File: src/rtl/gray_pkg.sv
// rtl/gray_pkg.sv - Gray/binary conversion helpers and pointer mode constants
package gray_pkg;

  // Widest pointer the helpers handle; callers zero-extend in and truncate out.
  localparam int GRAY_MAX_W = 32;

  localparam int MODE_WR = 0;
  localparam int MODE_RD = 1;

  // Zero-extension keeps the low bits exact for any narrower pointer.
  function automatic logic [GRAY_MAX_W-1:0] bin2gray(input logic [GRAY_MAX_W-1:0] b);
    return b ^ (b >> 1);
  endfunction

  // Prefix XOR from the MSB down; zero upper bits leave the low result intact.
  function automatic logic [GRAY_MAX_W-1:0] gray2bin(input logic [GRAY_MAX_W-1:0] g);
    logic [GRAY_MAX_W-1:0] b;
    b[GRAY_MAX_W-1] = g[GRAY_MAX_W-1];
    for (int i = GRAY_MAX_W - 2; i >= 0; i--) begin
      b[i] = b[i+1] ^ g[i];
    end
    return b;
  endfunction

endpackage

File: src/rtl/gray_sync.sv
// rtl/gray_sync.sv - multi-flop synchroniser for a peer-domain Gray pointer
module gray_sync #(
  parameter int WIDTH  = 5,
  parameter int STAGES = 2
) (
  input  logic             clk_i,
  input  logic             reset_i,
  input  logic [WIDTH-1:0] d_i,
  output logic [WIDTH-1:0] q_o
);

  logic [WIDTH-1:0] stage_q [STAGES];

  // Shift the asynchronous Gray value through the flop chain.
  always_ff @(posedge clk_i or posedge reset_i) begin
    if (reset_i) begin
      for (int s = 0; s < STAGES; s++) stage_q[s] <= '0;
    end else begin
      stage_q[0] <= d_i;
      for (int s = 1; s < STAGES; s++) stage_q[s] <= stage_q[s-1];
    end
  end

  assign q_o = stage_q[STAGES-1];

endmodule

File: src/rtl/gray_fifo_ptr.sv
// rtl/gray_fifo_ptr.sv - Gray-coded async FIFO pointer with level and full/empty flags
module gray_fifo_ptr
  import gray_pkg::*;
#(
  parameter int ADDR_W      = 4,
  parameter int SYNC_STAGES = 2,
  parameter int MODE        = 0,
  parameter int ALMOST_TH   = 2
) (
  input  logic              clk,
  input  logic              reset,
  input  logic              inc,
  input  logic [ADDR_W:0]   peer_gray,
  output logic [ADDR_W:0]   ptr_gray,
  output logic [ADDR_W:0]   ptr_bin,
  output logic [ADDR_W-1:0] addr,
  output logic [ADDR_W:0]   level,
  output logic              flag,
  output logic              almost,
  output logic              err_ovr
);

  localparam int PW = ADDR_W + 1;
  localparam int D  = 1 << ADDR_W;
  localparam logic [ADDR_W:0] DEPTH      = PW'(D);
  localparam logic [ADDR_W:0] TH_EMPTY   = PW'(ALMOST_TH);
  localparam logic [ADDR_W:0] TH_FULL    = PW'(D - ALMOST_TH);
  localparam logic            RST_FLAG   = (MODE == MODE_RD);
  localparam logic            RST_ALMOST = (MODE == MODE_RD) ? 1'b1 : (ALMOST_TH >= D);

  logic [ADDR_W:0] ptr_bin_q, ptr_bin_d;
  logic [ADDR_W:0] ptr_gray_q, ptr_gray_d;
  logic [ADDR_W:0] level_q, level_d;
  logic            flag_q, flag_d;
  logic            almost_q, almost_d;
  logic            err_ovr_q, err_ovr_d;
  logic [ADDR_W:0] psync_gray;
  logic [ADDR_W:0] psync_bin;
  logic            accept;

  gray_sync #(
    .WIDTH  (PW),
    .STAGES (SYNC_STAGES)
  ) u_sync (
    .clk_i   (clk),
    .reset_i (reset),
    .d_i     (peer_gray),
    .q_o     (psync_gray)
  );

  // Next pointer, occupancy and flags; a request while full/empty is dropped
  // against the registered flag, so a just-moved peer never rescues it.
  always_comb begin
    accept     = inc & ~flag_q;
    ptr_bin_d  = accept ? ptr_bin_q + PW'(1) : ptr_bin_q;
    ptr_gray_d = PW'(bin2gray(GRAY_MAX_W'(ptr_bin_d)));
    psync_bin  = PW'(gray2bin(GRAY_MAX_W'(psync_gray)));
    if (MODE == MODE_WR) begin
      level_d  = ptr_bin_d - psync_bin;
      flag_d   = (level_d == DEPTH);
      almost_d = (level_d >= TH_FULL);
    end else begin
      level_d  = psync_bin - ptr_bin_d;
      flag_d   = (level_d == '0);
      almost_d = (level_d <= TH_EMPTY);
    end
    err_ovr_d = inc & flag_q;
  end

  // Register pointer, Gray copy, occupancy and flags on the same edge.
  always_ff @(posedge clk or posedge reset) begin
    if (reset) begin
      ptr_bin_q  <= '0;
      ptr_gray_q <= '0;
      level_q    <= '0;
      flag_q     <= RST_FLAG;
      almost_q   <= RST_ALMOST;
      err_ovr_q  <= 1'b0;
    end else begin
      ptr_bin_q  <= ptr_bin_d;
      ptr_gray_q <= ptr_gray_d;
      level_q    <= level_d;
      flag_q     <= flag_d;
      almost_q   <= almost_d;
      err_ovr_q  <= err_ovr_d;
    end
  end

  assign ptr_bin  = ptr_bin_q;
  assign ptr_gray = ptr_gray_q;
  assign addr     = ptr_bin_q[ADDR_W-1:0];
  assign level    = level_q;
  assign flag     = flag_q;
  assign almost   = almost_q;
  assign err_ovr  = err_ovr_q;

`ifndef SYNTHESIS
  a_gray_step: assert property (@(posedge clk) disable iff (reset)
    $countones(ptr_gray_q ^ $past(ptr_gray_q)) <= 1)
    else $fatal(1, "gray_fifo_ptr: ptr_gray moved more than one bit");

  a_sync_step: assert property (@(posedge clk) disable iff (reset)
    $countones(psync_gray ^ $past(psync_gray)) <= 1)
    else $fatal(1, "gray_fifo_ptr: synchronised peer moved more than one bit");

  a_level_max: assert property (@(posedge clk) disable iff (reset)
    level_q <= DEPTH)
    else $fatal(1, "gray_fifo_ptr: level above depth");

  a_flag_cons: assert property (@(posedge clk) disable iff (reset)
    flag_q == ((MODE == MODE_WR) ? (level_q == DEPTH) : (level_q == '0)))
    else $fatal(1, "gray_fifo_ptr: flag disagrees with level");
`endif

endmodule

File: config.mk
export PLATFORM = sky130hd
export DESIGN_NAME = gray_fifo_ptr
export DESIGN_NICKNAME = d
export VERILOG_FILES = /design/src/rtl/gray_pkg.sv /design/src/rtl/gray_sync.sv /design/src/rtl/gray_fifo_ptr.sv
export SDC_FILE = /design/constraint.sdc
export NUM_CORES = 1
export LEC_CHECK = 0
export ABC_AREA = 1
export BUFFER_PORTS_ARGS = -buffer_cell sky130_fd_sc_hd__buf_4
export CAP_MARGIN = 40
export CORE_MARGIN = 5
export CORE_UTILIZATION = 40
export DETAILED_ROUTE_END_ITERATION = 8
export PLACE_DENSITY = 0.68
export SLEW_MARGIN = 10
export SYNTH_ARGS = -nofsm -noshare
export SYNTH_HDL_FRONTEND = slang
export SYNTH_SLANG_ARGS = --single-unit
export TNS_END_PERCENT = 50
File: constraint.sdc
create_clock -name clk -period 1.9 [get_ports clk]
set_input_delay 0 -clock clk [delete_from_list [all_inputs] [get_ports clk]]
set_output_delay 0 -clock clk [all_outputs]
set_load 0.005 [all_outputs]
# After elaboration in Yosys (flattened, before gate mapping)

Index checks and enable logic that the tools add are counted.

Flip-flop bits (word level): 28
Bits of input ports: 8
Output and inout port bits: 22
Word-level logic and storage cells: 21

$add $sub $neg: 2
$lt $le $gt $ge: 1
Equal/unequal tests: 1
Multiplexer cells: 1
Bitwise operators: 8

Operators with widths:

| cell                  | count |
|---|---|
| $add A5 B1 Y5 const B | 1 |
| $eq A5 B5 Y1 const B  | 1 |
| $ge A5 B4 Y1 const B  | 1 |
| $mux W5               | 1 |
| $sub A5 B5 Y5         | 1 |
| $xor A5 B4 Y5         | 1 |
| $xor A1 B1 Y1         | 4 |
| $and A1 B1 Y1         | 2 |
| $not A1 Y1            | 1 |

# Longest topological paths before layout

Word-level depth: 6
Depth in mapped cells: 21
Depth with buffers taken out: 21

# Hierarchy

A second synthesis with hierarchy kept.

Cells, all modules: 125
Area total of the unflattened synthesis: 1,241.2 µm²

Modules (own cells, without submodules):

| module        | instances | cells an instance | area an instance (µm²) | sequential area each (µm²) |
|---|---|---|---|---|
| gray_fifo_ptr | 1         | 109               | 949.7                  | 425.4 |
| gray_sync     | 1         | 16                | 291.5                  | 250.2 |

# Worst setup path before layout

No wires, ideal clock.

Path kind: reg-to-reg
Start: register u_sync.stage_q, in the netlist u_sync.q_o[4]
End: register almost_q, in the netlist almost
Library setup time: 0.118 ns
Data arrival time: 2.009 ns
Required time: 1.782 ns
Setup slack: -0.227 ns
Stages on the path, launching flop included: 22
Buffers on the path: 0
Period minus slack after synthesis: 2.127 ns
Path through: dfrtp_1 -> inv_1 -> nand2_1 -> nand2_1 -> nand2_1 -> nand2_1 -> nand2_1 -> nand2_1 -> nand2_1 -> nand2_1 -> inv_1 -> ha_1 -> inv_1 -> fa_1 -> nand3_1 -> nand3_1 -> nand2_1 -> nand2_1 -> inv_1 -> nand2_1 -> nand2_2 -> nand2_1

Word-level cells in the longest chain between the ends: 6

Ends and longest elaborated chain:

| element                    | line                | source |
|---|---|---|
| from (decl)                | gray_sync.sv:12     | `logic [WIDTH-1:0] stage_q [STAGES];` |
| $xor A1 B1 Y1 (4 in a row) | gray_pkg.sv:20      | `b[i] = b[i+1] ^ g[i];` |
| $sub A5 B5 Y5 (*)          | gray_fifo_ptr.sv:59 | `level_d = ptr_bin_d - psync_bin;` |
| $ge A5 B4 Y1 (*)           | gray_fifo_ptr.sv:61 | `almost_d = (level_d >= TH_FULL);` |
| net almost_d               | gray_fifo_ptr.sv:35 | `logic almost_q, almost_d;` |
| to (signal assigned)       | gray_fifo_ptr.sv:84 | `almost_q <= almost_d;` |
| to (decl)                  | gray_fifo_ptr.sv:35 |  |

The timed path passes the listed nets; every way through them passes the cells marked *.

# Final worst setup path

Start: register u_sync.stage_q, in the netlist u_sync.q_o[4]
End: register level_q[4], in the netlist level[4]

Word-level cells in the longest chain between the ends: 5

Ends and longest elaborated chain:

| element                    | line                | source |
|---|---|---|
| $xor A1 B1 Y1 (4 in a row) | gray_pkg.sv:20      |  |
| $sub A5 B5 Y5 (*)          | gray_fifo_ptr.sv:59 |  |
| net level_d[4]             | gray_fifo_ptr.sv:33 | `logic [ADDR_W:0] level_q, level_d;` |
| to (signal assigned)       | gray_fifo_ptr.sv:82 | `level_q <= level_d;` |
| to (decl)                  | gray_fifo_ptr.sv:33 |  |

Marked as above.

==> run metrics <==
TritonCTS Buffers=3; ratio of cells with drive above 1 in the final layout=0.488; Synth-to-Final Area Change=45.1%; Max Fanout on Critical Path=3; VDD IR-drop max=0.647 mV; Post-Syn Area=0.00119 sq mm; ranking of synthesized cells by area=dfrtp_1 57%, nand2_1 10%, ha_1 5.2%; CP arrival=between 2 and 3 ns; busiest grt layer=met2; hold_sp=inc; DP HPWL=1750 um; DRT iter0 DRCs=27; clock skew=0.00535 ns; Final min period=2.28 ns; vias=~940; die extent in y=64.6 um; met1 usage=0.130; top-area cell type share of the netlist area=0.566; slew margin rel.=0.783; top_reg_cell synth=dfrtp_1; post-route ant nets=0; number of remaining DRC errors=0; Fill cells=236; Synth Net Count=approximately 130; Yosys cell types=21; Setup TNS=-1.36 ns; port bufs=29; num rows=19; unrepaired setup endpoints after global routing=yes; yosys warns=0; routing usage on met2=0.238; CTS H-tree lvls=1; WL final=between 2000 and 2500 um; Avg Vias per Cell=4.62; Worst Hold Class=input pin to register; nets@finish=187; core footprint=approximately 0.0028 sq mm; Req. time, crit path=2.13 ns; # IOs=30; failing checks=setup timing; M3 GR Usage=0.0328; CTS clk-pin slew, worst paths=0.13 ns; largest net degree at the start of global routing=28; Async SR Flop Fraction=1.00; final RePlAce weighted congestion=0.777; #FFs+latches synth=27; R2R Path Start=u_sync.q_o[4]$_DFF_PP0_; vias in the first global route=1011; worst setup margin=-0.379 ns; WL/cell=11.7 um; Min Hold Slack=0.193 ns; Hold Vio Cnt, Final=0; Die Wd=64.6 um; Post-Syn Area per Cell=10.2 sq um; Post-synth EDFFs=0; diode count=0; Worst-Skew Late Latency=~0.32 ns; final setup violation count=5; total global-route track usage=0.127; Max Root-Sink Buffers=2; DR pass1 iterations=2; Crit. Startpoint=u_sync.q_o[4]$_DFF_PP0_; Synth area leader=dfrtp_1; Seq/Total Area, Yosys=0.566; critical-path cell list=inv_2 -> nand2_2 -> nand2_2 -> nand2_2 -> nand2_2 -> nand2_2 -> nand2_2 -> nand2_1 -> nand2_1 -> inv_1 -> ha_2 -> inv_2 -> fa_2 -> nand3_4 -> nand3_2 -> nand2_2 -> nand2_2 -> inv_2 -> nand2_2 -> nand2_4 -> inv_1; total gr overflow=0; Power Dens Cells=around 1700 mW/mm^2; CTS sink count=27; crit start category=register; share of the clock period used by the worst path=1.20; status=complete, but fails checks; Gate Count Post-Synth=about 120; fmax=around 440 MHz; Crit Path Class=register to register; DP Worst Slack=-0.351 ns; count leader, synth=nand2_1; max-cap violations=0; Initial Util=0.426; crit end category=register; first-pass GRT wire length=4170 um; antenna violations before repair=0; Worst-Margin Slew=between 0.3 and 0.4 ns; CP dominant cell by count=nand2_2; leakage power=slightly above 0.9 nW; die area=0.00418 sq mm; CTS tree=built; CP peak stage delay=0.42 ns; commonest cells in the netlist=33 x nand2_1, 27 x dfrtp_1, 16 x inv_1; Root Buffer Master=clkbuf_4; Max Slew Vio Count=0; Worst path slowest cell=dfrtp_1
## kinds of logic (layout without fill, tap and decap cells)
| family | count (synthesis) | in the layout | share of synthesized area |
|---|---|---|---|
| flops | 27 | 27 | 0.566 |
| compound gates | 2 | 2 | 0.00838 |
| fa+ha+maj | 6 | 6 | 0.0692 |
| xor+xnor | 8 | 8 | 0.0713 |
| simple gates | 52 | 52 | 0.200 |
| buf+inv | 22 | 77 | 0.0849 |
## power breakdown
part           internal [W]  switching, W  leakage [nW]
registers          0.000775     0.0000955         0.320
clock network     0.0000823      0.000159        0.0150
logic              0.000917      0.000847         0.586
## sequential cells by signal (all words and copies together), names as in the netlist
signal          count
u_sync.q_o          5
flag                1
err_ovr             1
ptr_bin             5
ptr_gray            4
u_sync.stage_q      5
level               5
almost              1
## worst max-delay path: cells and delay by family (launching register included)
kind / cells / cell delay (ns)
adder cells (fa/ha/maj): 2 / 0.55
buffers and inverters: 5 / 0.24
flip-flops: 1 / 0.42
AND/OR/NAND/NOR: 14 / 0.97
## cells in the final DEF, fill, tap and decap left out
cell type	count
nor2_2	2
ha_2	1
nand2_2	14
inv_2	4
nor3_2	1
nand4_1	1
xnor2_1	2
nand3_4	1
nand3_2	3
nand3b_1	2
buf_4	49
xnor2_2	2
clkbuf_4	3
or2_2	1
a21oi_1	1
o21ai_0	1
nand2_4	1
xor2_1	4
nor2_1	1
ha_1	4
clkbuf_1	1
nand4_2	1
dfrtp_1	27
dlygate4sd3_1	7
fa_2	1
inv_1	13
nand3_1	3
nand2_1	21
## final timing paths
path	endpoint	slack, ns	cells after the start
max reg2reg	level[4]$_DFF_PP0_	-0.38	21
min	ptr_bin[4]$_DFF_PP0_	0.19	5
max in group asynchronous	ptr_gray[3]$_DFF_PP0_	1.39	4
min in group asynchronous	level[0]$_DFF_PP0_	0.27	4
min reg2reg	u_sync.q_o[3]$_DFF_PP0_	0.36	0
max	level[4]$_DFF_PP0_	-0.38	21
## area by class of cell
type,instances,area [sq um],area share
clock buffer,4,26.3,0.0152
tap,31,38.8,0.0224
inverter,17,63.8,0.0368
sequential,27,676,0.390
timing repair buffer,56,438,0.253
multi-input combinational,68,489,0.283
## per-stage QoR
step	instances	total power, W	utilization	cell area (sq um)
after floorplan	117	0.00179	-	1210
after global placement	190	0.00245	0.557	1560
after detailed placement	190	0.00251	0.557	1560
after CTS	203	0.00281	0.600	1680
after global routing	203	0.00314	0.617	1730
final	203	0.00288	0.617	1730
## metal layers
metal  vias to the layer above  routed length (um)
li1                        464                   -
met1                       433                 880
met2                        31                1250
met3                         9                 161
met4                         0                  81
met5                         -                   0
## what timing repair did
item | in CTS | in global routing
pin swaps | 0 | 10
endpoints found under the hold margin | 33 | 0
hold buffers | 7 | 0
gates resized for setup | 4 | 16
setup buffers | 2 | 0
endpoints found under the setup margin | 5 | 6
No activity file was read; power rests on OpenSTA's default activity.
